`src/rtl/pp_mult_pkg.sv`:
```
// Shared definitions for the serial partial-product multiplier.
//   state_t     : controller FSM state encoding
//   PP_WIDTH    : default operand width
package pp_mult_pkg;

    localparam int PP_WIDTH = 4;

    typedef enum logic [1:0] {
        ST_IDLE  = 2'd0,
        ST_ACCUM = 2'd1,
        ST_DONE  = 2'd2
    } state_t;

endpackage

```
`src/rtl/pp_row.sv`:
```
// One partial-product row: the multiplicand gated by a single multiplier bit.
//   x    : multiplicand (WIDTH)
//   ybit : selected multiplier bit
//   row  : x & {WIDTH{ybit}}
module pp_row #(
    parameter int WIDTH = 4
) (
    input  logic [WIDTH-1:0] x,
    input  logic             ybit,
    output logic [WIDTH-1:0] row
);

    assign row = x & {WIDTH{ybit}};

endmodule

```
`src/rtl/pp_mult_seq_ctrl.sv`:
```
// Serial unsigned WIDTH x WIDTH multiplier: one partial-product row is
// shifted and added into a 2*WIDTH accumulator per cycle.
//   clk, rst             : clock, async active-high reset
//   in_valid/in_ready    : operand handshake (accept only in IDLE)
//   x, y                 : multiplicand, multiplier
//   out_valid/out_ready  : product handshake (valid only in DONE)
//   p                    : product, forced to 0 outside DONE
//   busy                 : high in ACCUM or DONE
//   row_idx              : row being accumulated, 0 outside ACCUM
module pp_mult_seq_ctrl
    import pp_mult_pkg::*;
#(
    parameter int WIDTH = PP_WIDTH,
    parameter int CNT_W = 2
) (
    input  logic                 clk,
    input  logic                 rst,
    input  logic                 in_valid,
    output logic                 in_ready,
    input  logic [WIDTH-1:0]     x,
    input  logic [WIDTH-1:0]     y,
    output logic                 out_valid,
    input  logic                 out_ready,
    output logic [2*WIDTH-1:0]   p,
    output logic                 busy,
    output logic [CNT_W-1:0]     row_idx
);

    state_t               state_q, state_d;
    logic [2*WIDTH-1:0]   acc_q, acc_d;
    logic [CNT_W-1:0]     cnt_q, cnt_d;
    logic [WIDTH-1:0]     x_q, x_d;
    logic [WIDTH-1:0]     y_q, y_d;

    logic [WIDTH-1:0]     row;
    logic [2*WIDTH-1:0]   row_sh;

    pp_row #(.WIDTH(WIDTH)) u_row (
        .x    (x_q),
        .ybit (y_q[cnt_q]),
        .row  (row)
    );

    // Zero-extend before shifting so the top bits of the row are kept.
    assign row_sh = {{WIDTH{1'b0}}, row} << cnt_q;

    always_comb begin
        state_d = state_q;
        acc_d   = acc_q;
        cnt_d   = cnt_q;
        x_d     = x_q;
        y_d     = y_q;
        case (state_q)
            ST_IDLE: begin
                if (in_valid) begin
                    x_d     = x;
                    y_d     = y;
                    acc_d   = '0;
                    cnt_d   = '0;
                    state_d = ST_ACCUM;
                end
            end
            ST_ACCUM: begin
                // Product < 2^(2*WIDTH), so the sum never carries out.
                acc_d = acc_q + row_sh;
                if (cnt_q == CNT_W'(WIDTH-1)) begin
                    cnt_d   = '0;
                    state_d = ST_DONE;
                end else begin
                    cnt_d = cnt_q + 1'b1;
                end
            end
            ST_DONE: begin
                if (out_ready) state_d = ST_IDLE;
            end
            default: state_d = ST_IDLE;
        endcase
    end

    always_ff @(posedge clk or posedge rst) begin
        if (rst) begin
            state_q <= ST_IDLE;
            acc_q   <= '0;
            cnt_q   <= '0;
            x_q     <= '0;
            y_q     <= '0;
        end else begin
            state_q <= state_d;
            acc_q   <= acc_d;
            cnt_q   <= cnt_d;
            x_q     <= x_d;
            y_q     <= y_d;
        end
    end

    assign in_ready  = (state_q == ST_IDLE);
    assign out_valid = (state_q == ST_DONE);
    assign busy      = (state_q == ST_ACCUM) || (state_q == ST_DONE);
    // Gate p so partial sums never reach the consumer.
    assign p         = (state_q == ST_DONE) ? acc_q : '0;
    assign row_idx   = (state_q == ST_ACCUM) ? cnt_q : '0;

endmodule
```
`config.mk`:
```
export PLATFORM = sky130hd
export DESIGN_NAME = pp_mult_seq_ctrl
export DESIGN_NICKNAME = d
export VERILOG_FILES = /design/src/rtl/pp_mult_pkg.sv /design/src/rtl/pp_row.sv /design/src/rtl/pp_mult_seq_ctrl.sv
export SDC_FILE = /design/constraint.sdc
export NUM_CORES = 1
export LEC_CHECK = 0
export BUFFER_PORTS_ARGS = -buffer_cell sky130_fd_sc_hd__buf_4
export CAP_MARGIN = 20
export CORE_ASPECT_RATIO = 1.75
export CORE_MARGIN = 8
export CORE_UTILIZATION = 30
export DETAILED_ROUTE_END_ITERATION = 10
export PLACE_DENSITY = 0.51
export SYNTH_ARGS = -nofsm -noshare
export SYNTH_HDL_FRONTEND = slang
export SYNTH_HIERARCHICAL = 1
export SYNTH_SLANG_ARGS = --single-unit
```
`constraint.sdc`:
```
create_clock -name clk -period 2.5 [get_ports clk]
set_input_delay 0.25 -clock clk [delete_from_list [all_inputs] [get_ports clk]]
set_output_delay 0.25 -clock clk [all_outputs]
set_load 0.01 [all_outputs]
```
; ---- After elaboration in Yosys (flattened, before gate mapping)
; Cells that the tools add are included.
[op_classes]
bitwise = 1
n_mux = 13
shifts = 1
eq_ne = 6
addsub = 2
n_lt_le_gt_ge = 1
n_reduce_logical = 6
[op_table]
columns = cell, count
row1 = 2-to-1 mux 8 bit, 2
row2 = case mux 8 bit (2 select lines), 1
row3 = 2-to-1 mux 2 bit, 6
row4 = adder 8 bit, 1
row5 = << shifter 4 x 2 -> 8 bit, 1
row6 = case mux 2 bit (3 select lines), 1
row7 = AND 4 bit, 1
row8 = "== test 2 bit, second input constant", 2
row9 = "!= test 2 bit, second input constant", 2
row10 = case mux 2 bit (2 select lines), 1
row11 = AND reduction 2 bit, 2
row12 = "< comparator 2 x 3 -> 1 bit, second input constant", 1
row13 = AND reduction 3 bit, 1
row14 = "adder 2 x 1 -> 2 bit, second input constant", 1
row15 = binary-select mux 1 bit (select 2 bit), 1
row16 = "== test 2 x 1 -> 1 bit, second input constant", 1
row17 = logical NOT 2 bit, 1
row18 = "!= test 2 x 1 -> 1 bit, second input constant", 1
row19 = nonzero test 2 bit, 1
row20 = logical OR 1 bit, 1
row21 = 2-to-1 mux 1 bit, 1
[word_totals]
elab_cells = 35
inputBits = 12
reg_bits = 20
output_inout_bits = 13

; ---- Logic depth before layout (Yosys ltp)
; Gate-level depths: netlist of the first run.
[logic_depth]
ltp_word = 6
depth_mapped = 11
depth_no_buf = 10

; ---- By module
; The synthesis of the first run kept the hierarchy.
[modules_own_cells]
columns = mod, n_inst, area_each_um2, cells_each, seq_area_each_um2
row1 = pp_mult_seq_ctrl, 1, 1327.5, 129, 500.5
row2 = pp_row, 1, 25.0, 4, 0.0

; ---- Least setup slack after synthesis of the first run
; OpenSTA, ideal clock, no wires.
[synth_timing]
path_kind = flip-flop to flip-flop
start = register cnt_q[0]
end = register acc_q[6]
path_stages_with_launch = 11
arrival_time_ns = 2.584
t_required_ns = 2.371
setup_slack_ns = -0.212
cell_sequence = dfrtp_1 -> clkbuf_1 -> mux4_2 -> and2_1 -> nor3b_1 -> ha_1 -> fa_1 -> a211oi_1 -> o21bai_1 -> mux2_2 -> nand3_1
[synth_via]
elab_chain_cells = 6
[synth_rtl]
columns = element, line_no
row1 = from (decl), pp_mult_seq_ctrl.sv:31  ; logic [CNT_W-1:0] cnt_q, cnt_d;
row2 = from (signal assigned), pp_mult_seq_ctrl.sv:90  ; cnt_q <= cnt_d;
row3 = binary-select mux 1 bit (select 2 bit), pp_mult_seq_ctrl.sv:40  ; .ybit (y_q[cnt_q]),
row4 = 2-to-1 mux 1 bit (implied by the code), pp_mult_seq_ctrl.sv:40
row5 = AND 4 bit, pp_row.sv:13  ; assign row = x & {WIDTH{ybit}};
row6 = named net row[0], pp_mult_seq_ctrl.sv:35  ; logic [WIDTH-1:0] row;
row7 = << shifter 4 x 2 -> 8 bit, pp_mult_seq_ctrl.sv:45  ; assign row_sh = {{WIDTH{1'b0}}, row} << cnt_q;
row8 = adder 8 bit, pp_mult_seq_ctrl.sv:65  ; acc_d = acc_q + row_sh;
row9 = case mux 8 bit (2 select lines), pp_mult_seq_ctrl.sv:53  ; case (state_q)
row10 = to (signal assigned), pp_mult_seq_ctrl.sv:83  ; acc_q <= '0;
row11 = to (signal assigned), pp_mult_seq_ctrl.sv:89  ; acc_q <= acc_d;
row12 = to (decl), pp_mult_seq_ctrl.sv:30  ; logic [2*WIDTH-1:0] acc_q, acc_d;
; The timed path passes the listed nets, and every way through them passes these cells. The select of a mux whose other input is x is not followed.
; A chain may end at the register's enable or synchronous reset.

; ---- Final worst setup path of the first run
; Same ends and word-level chain as after synthesis.

==> flow_summary.ini, run 1 <==
[synthesis]
synth_cell_types = 34
synth-main-ff-cell = dfrtp_1
async_flop_share_pct = 100
seq_area_frac_synth_pct = 37.0
synth-seq-cells = 20
synth_edf_count = 0
synth_compound_area_share_pct = 14.9
yosys_warnings = 6
synth_cells = 133
synth_nets = 157
synth_xor_area_share_pct = 2.59
synthAdderAreaFrac_pct = 11.7
synth_area_um2 = 1350
synth_area_per_cell_um2 = 10.2
synth-simple-area-share_pct = 15.7
synth_top_family_by_area = simple AND/OR/NAND/NOR gates
synth_mux_area_share_pct = 14.8

[place]
place.gp.congestion = 0.924
dpl.hpwl_mm = 2.69
place_inst = 215
io_buffers = 24

[power_and_ir_drop]
seqPwrFrac_pct = 20.9
power_frac_comb_pct = 67.0
ir_worst_vdd_v = 0.000819
p_leak_nw = 0.892
power.switching_mw = 1.09
p_int_mw = 1.65
netSwitchingFraction_pct = 39.8
power_density_nw_per_um2 = 1450
clock_power_share_pct = 12.1

[clocking]
cts_max_level = 1
ctsHoldBuffers = 0
cts-root-buf = clkbuf_8
clock_latency_ns = 0.26
clock_path_buffers = 2
clkTransAtPathRegs_ns = 0.08
cts.sinks = 20
cts-buffers-inserted = 3
cts_tree = done

[finish]
drive_above_1_share_pct = 47.7
multiInputGateArea_um2 = 932
finalNonFillerCells = 225
final_cell_mix = buf_4 (41), dfrtp_1 (20), and2_1 (11), nand2_1 (11), mux2_2 (9)
layout.cells.most_common = buf_4
n_antenna_cell = 0
areaGrowthSynthToFinish_pct = 40.3
register_area_um2 = 500
final_nets = 199
num-fill-cells = 433
fin_util_pct = 43.5

[route]
via_per_inst = 5.09
ant_nets = 0
wl_mm = 3.46
wl_per_cell_um = 15.4
drc_errors = 0
firstDrtPassIters = 3
vias = 1145
drt_iter0_markers = 11

[setup_path]
worstPathMaxFanout = 4
cp.required_ns = 2.71
cpMostUsedCell = mux2_4
arrival_ns = 2.74
crit_path_end_kind = flop
cpPeakStageDelay_ns = 0.55
crit_chain = mux4_2, and2_4, mux2_4, nor2_2, a21oi_2, ha_4, o21ai_2, o21bai_1, mux2_4, nand3_2
startpoint_type = flop
crit_slowest_cell = mux4_2
crit_type = reg2reg

[grt]
grt_overflow_total = 0
met3_usage_pct = 2.14
grt_max_degree = 21
grt_busiest_layer = met2
gr-usage-all-layers_pct = 10.1
use_met1_pct = 9.98
grt_pass1_wl_mm = 5.58
antenna_found_initial = 0
gr-usage-met2_pct = 18.6
grt_pass1_vias = 1178

[sta]
report.final.setup_viol = 1
relSlewSlack_pct = 45.6
worstMarginPinSlew_ns = 0.815
hold_viol = 0
period_share_pct = 101
timing.final.crit_period_ns = 2.53
rsz0062_at_grt = true
worst_slack_ns = -0.0327
fin_skew_ns = 0.00193
slew_viol_final = 0
max_freq_mhz = 395

[floorplan]
dieArea_um2 = 7000
rows = 32
core_area_um2 = 4360
die_h_um = 105
io_pins = 25
start_util_pct = 31.0
die_w_um = 66.8

[flow_run]
cap_violations = 0

[min_path]
hp-class = in2async

[run_status]
status = complete, but fails checks
failed_checks = setup timing
[critical path: cells and delay by family (launching register included)]
kind	cells	cell delay (ns)
mux	3	1.16
flops	1	0.38
simple gates	3	0.34
compound gates	3	0.30
fa+ha+maj	1	0.29
[Yosys cell counts, types with 3 or more instances]
library cell	number	area [µm²]
a21oi_1	7	35.0
a22o_1	3	26.3
and2_1	15	93.8
clkbuf_1	3	11.3
dfrtp_1	20	500
ha_1	11	138
inv_1	6	22.5
mux2_2	11	124
mux2i_1	4	40.0
nand2_1	12	45.0
o21ai_0	8	40.0
o21ai_1	3	15.0
[final cells by class]
| cell class | count | area share, % |
|---|---|---|
| flip-flops and latches | 20 | 26.4 |
| clock buffers | 3 | 2.18 |
| well taps | 51 | 3.36 |
| repair buffers | 41 | 16.2 |
| clock inverters | 1 | 1.58 |
| inverters | 6 | 1.19 |
| multi-input cells | 103 | 49.1 |
[layer usage]
metal  wire length (µm)  vias to the layer above  part of all wire [%]
met4                 70                        0                   2.0
met3                113                        6                   3.3
met2               1990                       18                    58
met1               1280                      569                    37
met5                  0                        -                     0
li1                   -                      552                     -
[timing repair]
action	in CTS	in global routing
setup endpoints to repair	5	5
pin swaps	5	15
buffers inserted	0	6
resized for setup	5	19
cloned	0	0
[sequential cells by signal, summed over array words and instances (netlist names)]
| register | count |
|---|---|
| x_q | 4 |
| y_q | 4 |
| cnt_q | 2 |
| state_q | 2 |
| acc_q | 8 |
[stage by stage]
| step | TNS (ns) | setup WS [ns] | total power, mW | hold WS (ns) | instance area (µm²) |
|---|---|---|---|---|---|
| 2_1_floorplan | -0.0569 | -0.0478 | 1.61 | 0.214 | 1380 |
| 3_3_place_gp | -0.00621 | -0.00621 | 2.05 | 0.455 | 1670 |
| 3_5_place_dp | -0.0767 | -0.0673 | 2.11 | 0.465 | 1670 |
| 4_1_cts | -0.142 | -0.0840 | 2.48 | 0.176 | 1760 |
| 5_1_grt | -0.485 | -0.140 | 2.96 | 0.202 | 1900 |
| 6_report | -0.0327 | -0.0327 | 2.75 | 0.147 | 1900 |
[power by group through the flow]
stage	Clock [mW]	Combinational, mW	Sequential, mW
after floorplan	0	1.07	0.542
after global placement	0	1.48	0.572
after detailed placement	0	1.53	0.577
after CTS	0.340	1.57	0.571
after global routing	0.353	2.01	0.597
final	0.332	1.84	0.576
[kinds of logic after synthesis]
family	Yosys count
simple gates	38
mux	17
buf+inv	10
xor+xnor	4
fa+ha+maj	12
flops	20
compound gates	32
[path summary, 6_finish.rpt]
check / to / slack (ns) / start / depth (start not counted)
setup reg to reg: acc_q[6] / -0.03 / cnt_q[0] / 10
max in group asynchronous: x_q[1] / 1.85 / rst / 2
hold reg to reg: y_q[3] / 0.50 / y_q[3] / 1
setup / recovery: acc_q[6] / -0.03 / cnt_q[0] / 10
min in group clk: y_q[1] / 0.21 / y[1] / 2
hold / removal: state_q[1] / 0.15 / rst / 2
No activity file was read; power rests on OpenSTA's default activity.
==> inputs of run 2 (changes only) <==
Settings changed: CORE_UTILIZATION 30 to 59, PLACE_DENSITY 0.51 to 0.85.
Clock period 2.5 ns to 3.2 ns, I/O delays scaled along.
==> run 2 against run 1 <==
  * Core utilization increased by 28 points
  * Non-clock buffer count down 16
  * Largest power group unchanged
  * Sequential share of layout area rose by 4.8 points
  * Wire length fell by 15%
  * Fmax is 6.5% lower
  * Largest cell class unchanged
  * Count of clock-buffer cells in the layout grew 1
  * The flow now finishes without violations
  * Highest routed layer unchanged
  * Register-to-register slack improved by 0.52 ns
  * Via count decreased by 4.8%
  * Combinational power down 46%
==> flow_summary.ini, run 2 (synthesis gave the netlist of run 1 again) <==
[clocking]
cts_max_level = 1
ctsHoldBuffers = 0
ctsResizeCount = 0
clock_latency_ns = 0.26
cts-buffers-inserted = 3
cts.sinks = 20
clkTransAtPathRegs_ns = 0.08
clock_path_buffers = 2
cts-root-buf = clkbuf_8
cts_tree = done
post_cts_buffers = 0

[sta]
relSlewSlack_pct = 49.9
rsz0062_at_grt = false
worstMarginPinSlew_ns = 0.750
report.final.setup_viol = 0
worst_slack_ns = 0.491
max_freq_mhz = 369
hold_viol = 0
fin_setup_tns_ns = 0
fin_skew_ns = 0.00157
timing.final.crit_period_ns = 2.71
slew_viol_final = 0
period_share_pct = 84.7

[flow_run]
cap_violations = 0

[grt]
grt_pass1_wl_mm = 5.01
antenna_found_initial = 0
grt_overflow_total = 0
grt_max_degree = 21
grt_pass1_vias = 1126
gr-usage-all-layers_pct = 15.2

[finish]
n_antenna_cell = 0
layout_top_registers = acc_q x8, x_q x4, y_q x4
drive_above_1_share_pct = 27.8
final_cell_mix = buf_4 (25), dfrtp_1 (20), and2_1 (15)
final_nets = 183
fin_util_pct = 71.5
regMostFlops = acc_q
largest_register_ffs = 8
layout.cells.most_common = buf_4
areaGrowthSynthToFinish_pct = 18.6

[floorplan]
rows = 23
io_pins = 25
dieArea_um2 = 4140
die_h_um = 79.3
die_w_um = 52.2
start_util_pct = 60.3
core_area_um2 = 2240

[setup_path]
path_delay_family = adder cells
cpPeakStageDelay_ns = 0.57
crit_slowest_cell = dfrtp_1
path_buf_inv = 0
startpoint_type = flop
crit_chain = mux4_2, and2_1, nor3b_1, ha_1, fa_1, a211oi_1, o21bai_1, mux2_2, nand3_1
crit_path_end_kind = flop
worstPathMaxFanout = 12
arrival_ns = 2.91
cp.required_ns = 3.40
crit_type = reg2reg

[place]
io_buffers = 24
place_ws_ns = 0.503
dpl.hpwl_mm = 2.36
place.gp.congestion = 0.827

[power_and_ir_drop]
clock_power_share_pct = 11.9
power.switching_mw = 0.698
power_density_nw_per_um2 = 1030
ir_worst_vdd_v = 0.000736
p_leak_nw = 0.782
seqPwrFrac_pct = 27.6
p_int_mw = 0.952
netSwitchingFraction_pct = 42.3
power_frac_comb_pct = 60.5

[route]
ant_nets = 0
wl_mm = 2.95
firstDrtPassIters = 4
drc_errors = 0
vias = 1090
drt_iter0_markers = 33
via_per_inst = 5.96
wl_per_cell_um = 16.1

[run_status]
status = finished, final reports clean

[min_path]
hp-class = in2async
-- run 2: changes by cell type in the layout (fill, tap and decap cells not counted), sizes merged --
cell,before,now
clkbuf,3,4
bufinv,1,0
buf,41,25
-- run 2: layout make-up --
| cell class | instances | area, µm² |
|---|---|---|
| Clock buffer | 4 | 55.1 |
| Fill cell | 176 | 641 |
| Inverter | 6 | 22.5 |
| Multi-Input combinational cell | 103 | 807 |
| Sequential cell | 20 | 500 |
| Tap cell | 25 | 31.3 |
| Timing Repair Buffer | 25 | 188 |
-- run 2: power groups by stage --
stage	registers, mW	logic [mW]	clock network [mW]
floorplan	0.420	0.792	0
global placement	0.451	0.945	0
detailed placement	0.462	0.996	0
CTS	0.456	1.00	0.196
global route	0.465	1.11	0.210
finish	0.456	0.999	0.196
-- run 2: metrics by stage --
stage	total power, mW	hold slack [ns]	instance area [µm²]	std cells
after CTS	1.65	0.221	1600	183
after global routing	1.79	0.279	1600	183
after floorplan	1.21	0.284	1350	133
after global placement	1.40	0.484	1550	179
final	1.65	0.193	1600	183
after detailed placement	1.46	0.492	1550	179
-- run 2: layer usage --
layer,up-vias,track usage (%),share of wire [%]
met2,28,27.8,56
met1,531,15.4,36
met5,-,0,0
met3,8,4.30,5.4
met4,0,5.99,2.1
li1,523,-,-
-- run 2: path summary, 6_finish.rpt --
kind                       startpoint         end  slack [ns]  cells past startpoint
hold / removal                    rst  state_q[1]        0.19                      2
setup / recovery             cnt_q[1]    acc_q[6]        0.49                      9
hold reg to reg                x_q[2]      x_q[2]        0.51                      1
min in group clk                 x[1]      x_q[1]        0.29                      2
setup reg to reg             cnt_q[1]    acc_q[6]        0.49                      9
max in group asynchronous         rst    acc_q[2]        2.54                      2
==> inputs of run 3 (changes only) <==
Settings changed: ABC_AREA set to 1, CORE_UTILIZATION 59 to 49, PLACE_DENSITY 0.85 to 0.75.
Clock period 3.2 ns to 2.3 ns, I/O delays scaled along.
==> run 3 against run 2 <==
  * First-iteration DRC count down 3.0%
  * Sequential power up 31%
  * Critical path depth up 6
  * Non-clock buffer count up 11
  * Combinational power up 30%
  * Clock skew about the same
  * Largest power group unchanged
==> flow_summary.ini, run 3 <==
[grt]
grt_pass1_vias = 1395
antenna_found_initial = 0
grt_overflow_total = 0
gr-usage-all-layers_pct = 14.0
grt_max_degree = 21
grt_pass1_wl_mm = 5.55

[finish]
n_antenna_cell = 0
drive_above_1_share_pct = 29.7
register_area_um2 = 500
regMostFlops = acc_q
areaGrowthSynthToFinish_pct = 29.8
largest_register_ffs = 8
layout.cells.most_common = nand2_1
final_cell_mix = nand2_1 (69), buf_4 (34), inv_1 (26)
layout_top_registers = acc_q x8, x_q x4, y_q x4
fin_util_pct = 66.3
num-fill-cells = 237
multiInputGateArea_um2 = 798
final_nets = 255

[clocking]
cts-buffers-inserted = 3
clock_latency_ns = 0.26
clkTransAtPathRegs_ns = 0.07
cts_tree = done
clock_path_buffers = 2
cts-root-buf = clkbuf_8
cts.sinks = 20
cts_max_level = 1

[setup_path]
crit_path_end_kind = flop
worstReg2RegStart = cnt_q[0]
startpoint_type = flop
arrival_ns = 2.45
rr_worst_depth = 15
critPathLaunch = cnt_q[0]
reg2reg_to = acc_q[6]
crit_slowest_cell = dfrtp_1
crit_chain = inv_2, o21ai_2, o22ai_2, nand2_1, inv_2, mux2i_2, o21ai_1, ha_1, nand2_1, inv_2, nand4_1, nand3_1, nand2_1, nand3_2, nand2_1
path_buf_inv = 3
worstPathMaxFanout = 6
path_delay_family = simple AND/OR/NAND/NOR gates
cp.required_ns = 2.45
crit_type = reg2reg
cpPeakStageDelay_ns = 0.43
cpMostUsedCell = nand2_1
ff2ff_setup_slack_ns = 0.005

[sta]
slew_viol_final = 0
rsz0062_at_grt = true
worst_slack_ns = 0.00514
period_share_pct = 99.8
worstMarginPinSlew_ns = 0.775
max_freq_mhz = 436
report.final.setup_viol = 0
fin_skew_ns = 0.00133
timing.final.crit_period_ns = 2.29
relSlewSlack_pct = 48.3
hold_viol = 0

[floorplan]
start_util_pct = 51.1
rows = 25
core_area_um2 = 2690
io_pins = 25
die_w_um = 56.0
dieArea_um2 = 4820
die_h_um = 86.0

[synthesis]
synth.top_cells.by_area = dfrtp_1 (36%), nand2_1 (20%), ha_1 (10%)
synth_top_family_by_area = simple AND/OR/NAND/NOR gates
yosysMostFrequentCell = nand2_1
synth_mux_area_share_pct = 2.91
seq_area_frac_synth_pct = 36.4
synthTopCellsByCount = nand2_1 (72), inv_1 (31), dfrtp_1 (20), nand3_1 (12)
synth_top_area_share_pct = 36.4
synth_edf_count = 0
synth-seq-cells = 20
synth_xor_area_share_pct = 0.638
synth_cells = 193
synth_cell_types = 23
synth_top_cell_by_area = dfrtp_1
synthAdderAreaFrac_pct = 11.5
synth_area_per_cell_um2 = 7.12
synth_compound_area_share_pct = 8.47
yosys_warnings = 6
async_flop_share_pct = 100
synth-main-ff-cell = dfrtp_1
synth_nets = 217
synth-simple-area-share_pct = 29.2
synth_area_um2 = 1370

[power_and_ir_drop]
ir_worst_vdd_v = 0.000721
p_leak_nw = 1.08
power_density_nw_per_um2 = 1190

[route]
wl_per_cell_um = 13.3
drt_iter0_markers = 32
firstDrtPassIters = 4
drc_errors = 0
via_per_inst = 5.26
wl_mm = 3.42
ant_nets = 0
vias = 1346

[flow_run]
cap_violations = 0

[place]
io_buffers = 24
dpl.hpwl_mm = 2.43
place.gp.congestion = 0.890
place_ws_ns = -0.0220

[run_status]
status = finished, final reports clean

[min_path]
hp-class = in2async
## run 3: where the power goes
part,total (mW),switching [mW],internal [mW]
Sequential,0.599,0.107,0.491
Clock,0.231,0.114,0.117
Combinational,1.30,0.746,0.550
Total,2.13,0.967,1.16
## run 3: layout make-up
class | instances | area share (%)
inverter | 35 | 7.37
sequential | 20 | 28.1
timing repair buffer | 36 | 15.6
clock buffer | 3 | 2.32
multi-input combinational | 135 | 44.8
tap | 27 | 1.89
## run 3: layer usage
metal / track usage, % / up-vias / share of wire, %
li1: - / 673 / -
met1: 12.2 / 615 / 37
met5: 0 / - / 0
met3: 3.40 / 18 / 4.4
met2: 25.4 / 40 / 54
met4: 11.9 / 0 / 4.7
## run 3: kinds of logic (layout without fill, tap and decap cells)
| logic type | after synthesis | count (layout) |
|---|---|---|
| flip-flops | 20 | 20 |
| XOR/XNOR | 1 | 1 |
| AND/OR/NAND/NOR | 98 | 98 |
| multiplexers | 4 | 4 |
| AO/OA/AOI/OAI | 20 | 20 |
| buffers and inverters | 38 | 74 |
| adder cells (fa/ha/maj) | 12 | 12 |
## run 3: metrics by stage
step	std cells	hold slack (ns)	setup TNS [ns]	area [µm²]	power (mW)
final	256	0.112	0	1780	2.13
after global routing	256	0.162	-0.436	1780	2.30
after CTS	248	0.145	0	1650	1.89
after detailed placement	245	0.421	-0.0284	1600	1.64
after global placement	245	0.416	0	1600	1.62
after floorplan	193	0.194	0	1370	1.33
## run 3: worst reg2reg max path, stage by stage, from the launching register on
cell	delay [ns]
dfrtp_1	0.43
inv_2	0.10
o21ai_2	0.17
o22ai_2	0.13
nand2_1	0.10
inv_2	0.06
mux2i_2	0.17
o21ai_1	0.11
ha_1	0.33
nand2_1	0.07
inv_2	0.06
nand4_1	0.16
nand3_1	0.13
nand2_1	0.07
nand3_2	0.07
nand2_1	0.05
## run 3: how the worst max path moves through the flow
stage | endpoint | cells past startpoint
2_1_floorplan | acc_q[7] | 15
3_3_place_gp | acc_q[7] | 14
3_5_place_dp | acc_q[7] | 14
4_1_cts | acc_q[6] | 12
5_1_grt | acc_q[7] | 15
6_report | acc_q[6] | 15
## run 3: what timing repair did
item | 4_1_cts | 5_1_grt
setup endpoints to repair | 2 | 7
pin swaps | 0 | 23
hold buffers | 0 | 0
resized for setup | 1 | 30
setup buffers | 0 | 8
